==> config.mk <==
export PLATFORM = sky130hd
export DESIGN_NAME = bp_lfsr
export DESIGN_NICKNAME = d
export VERILOG_FILES = /design/src/rtl/axis_data_chk_pkg.sv /design/src/rtl/bp_lfsr.sv
export SDC_FILE = /design/constraint.sdc
export NUM_CORES = 1
export LEC_CHECK = 0
export BUFFER_PORTS_ARGS = -buffer_cell sky130_fd_sc_hd__buf_2
export CORE_MARGIN = 1
export CORE_UTILIZATION = 40
export DETAILED_ROUTE_END_ITERATION = 7
export PLACE_DENSITY = 0.77
export SLEW_MARGIN = 20
export SYNTH_ARGS = -nofsm -noshare
export SYNTH_HDL_FRONTEND = slang
export SYNTH_SLANG_ARGS = --single-unit
==> constraint.sdc <==
create_clock -name clk -period 1.3 [get_ports clk]
set_clock_uncertainty 0.2 [all_clocks]
set_input_delay 0.13 -clock clk [delete_from_list [all_inputs] [get_ports clk]]
set_output_delay 0.13 -clock clk [all_outputs]
set_load 0.02 [all_outputs]
==> src/rtl/axis_data_chk_pkg.sv <==
// Shared types and constants for the AXI-Stream pattern checker and its
// backpressure LFSR.
package axis_data_chk_pkg;

  typedef enum logic [1:0] {
    IDLE = 2'd0,
    RUN  = 2'd1,
    DONE = 2'd2
  } chk_state_t;

  // Fibonacci taps 16,14,13,11 for a right-shifting register (bits 0,2,3,5)
  localparam logic [15:0] LFSR_TAPS = 16'h002D;

  localparam logic [31:0] ERR_SAT = 32'hFFFF_FFFF;

endpackage

==> src/rtl/bp_lfsr.sv <==
// 16-bit Fibonacci LFSR used to throttle a stream handshake; load wins over
// advance, and reset behaves like a load of the seed.
module bp_lfsr
  import axis_data_chk_pkg::*;
(
  input  logic        clk,
  input  logic        reset,
  input  logic [15:0] seed,
  input  logic        load,
  input  logic        advance,
  output logic [15:0] state
);

  always_ff @(posedge clk) begin
    if (reset || load) begin
      state <= seed;
    end else if (advance) begin
      state <= {^(state & LFSR_TAPS), state[15:1]};
    end
  end

endmodule

==> flow_summary.json, run 1 <==
{
  "largest_reg_flops": 16,
  "dr.pass1.iters": 4,
  "grt_antenna_before_repair": 0,
  "cellLeakagePower_nw": 0.522,
  "worst_pin_slew_ps": 171,
  "p_sw_mw": 0.337,
  "seq_area_sq_um": 480,
  "cts-root-buf": "clkbuf_4",
  "clk_pin_slew_ps": 100,
  "power.density_nw_per_um2": 1050,
  "routed_wl_microns": 1570,
  "cpPeakStageDelay_ps": 460,
  "drive_gt1_share_pct": 62.2,
  "synth_top_family_by_area": "multiplexers",
  "routabilityCongestion": 0.659,
  "clk_latency_ps": 290,
  "setup_tns_ps": -65.6,
  "ant_nets": 0,
  "num_vias": 544,
  "start_util_pct": 43.2,
  "violations": "setup timing",
  "ys_warn_count": 0,
  "cp_slowest_cell": "edfxtp_1",
  "fin_util_pct": 68.4,
  "worst_setup_path_end_kind": "register",
  "avgSynthCellArea_sq_um": 19.3,
  "clk_path_buf_depth": 2,
  "fin_crit_sh_pct": 104,
  "seq_power_share_pct": 52.9,
  "io_buffer_count": 35,
  "fmax_mhz": 739,
  "num_rows": 15,
  "synthMuxAreaShare_pct": 26.4,
  "die-width_microns": 45.4,
  "p_int_mw": 0.920,
  "wl_per_cell_microns": 12.8,
  "io_pins": 36,
  "crit_fanout": 3,
  "ys_types": 9,
  "avgViaCountPerCell": 4.42,
  "fin_nets": 119,
  "synth-simple-area-share_pct": 2.99,
  "cts_num_sinks": 16,
  "path_delay_family": "flip-flops",
  "clkPwrFrac_pct": 21.5,
  "grt_setup_unrepaired": "true",
  "finalSetupViolCount": 2,
  "path_cells": "xnor2_2, xnor2_1, a21oi_1",
  "synthAdderAreaFrac_pct": 0,
  "power_mw": 1.26,
  "grt_max_degree": 13,
  "synth_compound_area_share_pct": 0.664,
  "peakVddDrop_v": 0.000712,
  "min_period_ps": 1350,
  "grt_pass1_vias": 510,
  "fp.dieH_microns": 45.4,
  "drc": 0,
  "worst_slack_ps": -53.0,
  "hp-class": "in -> reg",
  "cts_max_level": 1,
  "core_area_sq_um": 1750,
  "status": "finished, violations left",
  "grt_remaining_overflow": 0,
  "pwr-share-comb_pct": 25.6,
  "drv_slew": 0,
  "synthXorXnorAreaFrac_pct": 3.49,
  "synth.yosys.seq_area_share_pct": 63.8,
  "syn_area_sq_um": 753,
  "dp_hpwl_microns": 961,
  "relSlewSlack_pct": 88.5,
  "synth_nets": 59,
  "dp.cells": 103,
  "required_ps": 1150,
  "synth-seq-cells": 16,
  "crit_buf_inv": 0,
  "grt_pass1_wl_microns": 2260,
  "drv_cap": 0,
  "detail_route.iter0.violations": 21,
  "cp-start-kind": "register",
  "cts_tree": "yes",
  "numCtsBuffers": 3,
  "syn_to_final_growth_pct": 58.5,
  "dieArea_sq_um": 2060,
  "syn_inst": 39,
  "reg_top3": "state x16",
  "stdcell_count": 123,
  "gr-usage-all-layers_pct": 16.7,
  "final-hold-violation-count": 0,
  "cp.arrival_ps": 1200,
  "critical_path_class": "reg -> reg",
  "diodes": 0,
  "swShare_pct": 26.8,
  "multiInputGateArea_sq_um": 260,
  "n_fill_cell": 134,
  "regMostFlops": "state"
}
-- per-stage QoR --
stage | setup slack, ps | cell area [sq um] | hold slack [ps]
floorplan | -62.4 | 753 | 148
global placement | -42.6 | 990 | 231
detailed placement | -62.8 | 990 | 235
CTS | -55.8 | 1190 | 126
global route | -117 | 1190 | 137
finish | -53.0 | 1190 | 128
-- synth_stat cells --
| cell | count | area (sq um) |
|---|---|---|
| buf_12 | 1 | 20.0 |
| nor2_1 | 1 | 3.75 |
| mux2_4 | 8 | 120 |
| edfxtp_1 | 16 | 480 |
| nor2_4 | 1 | 11.3 |
| xnor2_1 | 3 | 26.3 |
| or3_2 | 1 | 7.51 |
| mux2_2 | 7 | 78.8 |
| a21oi_1 | 1 | 5.00 |
-- worst min-delay path: cells and delay by family --
family	cells	cell delay (ps)
buffers and inverters	2	250
AND/OR/NAND/NOR	1	110
-- power groups by stage --
stage	logic [mW]	clock network, mW	registers, mW
6_report	0.322	0.270	0.665
5_1_grt	0.343	0.300	0.672
3_5_place_dp	0.273	0	0.671
2_1_floorplan	0.104	0	0.737
3_3_place_gp	0.271	0	0.671
4_1_cts	0.317	0.280	0.662
-- cells by family (layout without fill, tap and decap cells) --
| logic type | count (synthesis) | after routing |
|---|---|---|
| buffers and inverters | 1 | 60 |
| and+or+nand+nor | 3 | 3 |
| AOI/OAI and AO/OA | 1 | 1 |
| DFF | 16 | 16 |
| muxes | 15 | 15 |
| xor gates and xnor gates | 3 | 3 |
-- cell usage in the layout (no fill, tap or decap), types with 2 or more instances in the layout --
cell type	synthesis	final
clkbuf_4	0	3
mux2_4	8	8
buf_2	0	34
buf_4	0	3
mux2_2	7	7
buf_6	0	2
xnor2_1	3	2
edfxtp_1	16	16
dlygate4sd3_1	0	16
-- cell type report --
cell class | count | area share (%)
clock buffers | 3 | 1.89
flip-flops and latches | 16 | 40.3
clock inverters | 1 | 0.314
repair buffers | 56 | 33.1
multi-input cells | 22 | 21.8
well taps | 25 | 2.62
-- metal layers --
layer / vias up / track usage (%) / routed length, microns
li1: 269 / - / -
met1: 247 / 20.5 / 672
met2: 26 / 26.3 / 790
met3: 2 / 4.76 / 96
met4: 0 / 9.09 / 13
met5: - / 0 / 0
-- final timing paths --
check             from   endpoint  slack [ps]  cells past startpoint
min reg2reg  state[10]   state[9]         380                      1
max reg2reg   state[5]  state[15]         -50                      3
max           state[5]  state[15]         -50                      3
min            advance  state[13]         130                      3
-- repair_timing --
item	CTS	global route
gates resized for setup	3	1
pin swaps	3	0
hold endpoints to repair	16	0
hold buffers	16	0
endpoints found under the setup margin	2	2
buffers inserted	0	0
Note: power is estimated with default switching activity, not from simulation.
==> inputs of run 2 (changes only) <==
--- a/config.mk
+++ b/config.mk
@@ -6,6 +6,7 @@
 export NUM_CORES = 1
 export LEC_CHECK = 0
 export BUFFER_PORTS_ARGS = -buffer_cell sky130_fd_sc_hd__buf_2
+export CORE_ASPECT_RATIO = 0.9
 export CORE_MARGIN = 1
 export CORE_UTILIZATION = 40
 export DETAILED_ROUTE_END_ITERATION = 7
==> flow_summary.json, run 2 (synthesis gave the netlist of run 1 again) <==
{
  "status": "finished, violations left",
  "violations": "setup timing",
  "clk_pin_slew_ps": 90,
  "cp.arrival_ps": 1210,
  "postCtsSetupBuffers": 0,
  "reg_top3": "state x16",
  "die-width_microns": 47.7,
  "worst_pin_slew_ps": 344,
  "detail_route.iter0.violations": 17,
  "final-hold-violation-count": 0,
  "dieArea_sq_um": 2060,
  "gr-usage-all-layers_pct": 17.1,
  "grt_pass1_vias": 551,
  "num_rows": 14,
  "avgViaCountPerCell": 4.68,
  "grt_pass1_wl_microns": 2390,
  "design_area_sq_um": 1190,
  "fp.dieH_microns": 43.2,
  "relSlewSlack_pct": 77.1,
  "fmax_mhz": 734,
  "n_fill_cell": 132,
  "grt_remaining_overflow": 0,
  "ant_nets": 0,
  "numCtsBuffers": 3,
  "seq_area_sq_um": 480,
  "fin_util_pct": 69.2,
  "dp.cells": 100,
  "place_area_sq_um": 973,
  "peakVddDrop_v": 0.000560,
  "critical_path_class": "reg -> reg",
  "regMostFlops": "state",
  "grt_setup_unrepaired": "true",
  "final_cell_mix": "buf_2 (34), dlygate4sd3_1 (16), edfxtp_1 (16), mux2_4 (9), mux2_2 (6)",
  "holdWs_ps": 209,
  "start_util_pct": 43.9,
  "num_vias": 561,
  "worst_setup_path_end_kind": "register",
  "clk_latency_ps": 280,
  "routabilityCongestion": 0.640,
  "clk_path_buf_depth": 2,
  "cts_num_sinks": 16,
  "final_common_cell": "buf_2",
  "hp-class": "in -> reg",
  "fin_crit_sh_pct": 105,
  "largest_reg_flops": 16,
  "fin_nets": 117,
  "multiInputGateArea_sq_um": 272,
  "grt_max_degree": 17,
  "cts-root-buf": "clkbuf_4",
  "cts_tree": "yes",
  "crit_fanout": 3,
  "cellLeakagePower_nw": 0.523,
  "io_buffer_count": 35,
  "min_period_ps": 1360,
  "cp-start-kind": "register",
  "required_ps": 1140,
  "diodes": 0,
  "stdcell_count": 120,
  "drc": 0,
  "worst_slack_ps": -61.9,
  "drv_slew": 0,
  "grt_antenna_before_repair": 0,
  "syn_to_final_growth_pct": 57.8,
  "routed_wl_microns": 1510,
  "core_area_sq_um": 1720,
  "finalSetupViolCount": 4,
  "drv_cap": 0,
  "io_pins": 36,
  "wl_per_cell_microns": 12.6,
  "drive_gt1_share_pct": 62.5,
  "power.density_nw_per_um2": 1060,
  "cts_max_level": 1,
  "dr.pass1.iters": 4
}
-- run 2: repair_timing --
action	in CTS	in global routing
resized for setup	4	2
pin swaps	1	3
hold buffers	16	0
setup endpoints to repair	2	2
endpoints found under the hold margin	16	0
-- run 2: per-stage QoR --
stage / power (mW) / worst slack [ps] / TNS, ps
6_report: 1.26 / -61.9 / -119
5_1_grt: 1.31 / -126 / -254
4_1_cts: 1.24 / -11.3 / -15.0
3_5_place_dp: 0.941 / -113 / -2130
3_3_place_gp: 0.935 / -112 / -1930
2_1_floorplan: 0.841 / -62.4 / -62.4
-- run 2: power breakdown --
part / switching (mW) / internal, mW / total (mW)
Clock: 0.152 / 0.111 / 0.263
Sequential: 0.0364 / 0.632 / 0.668
Combinational: 0.145 / 0.179 / 0.324
-- run 2: area by class of cell --
cell class	count	area share, %
clock inverter	1	0.316
tap	24	2.53
clock buffer	3	1.89
sequential	16	40.4
multi-input combinational	22	22.8
timing repair buffer	54	32.0
-- run 2: critical path: stages (launching register included) --
cell and delay (ps):
edfxtp_1 480, xnor2_2 170, xnor2_1 170, a21oi_1 100
-- run 2: worst paths after layout --
path	start	end	slack [ps]	cells after the start
setup / recovery	state[5]	state[15]	-60	3
setup reg to reg	state[5]	state[15]	-60	3
hold reg to reg	state[1]	state[0]	390	1
hold / removal	load	state[15]	210	4
-- run 2: metal layers --
layer | global-route usage (%) | part of all wire (%) | vias up
li1 | - | - | 262
met1 | 22.9 | 45 | 280
met2 | 25.9 | 51 | 17
met3 | 1.70 | 2.1 | 2
met4 | 10.0 | 1.4 | 0
met5 | 0 | 0 | -
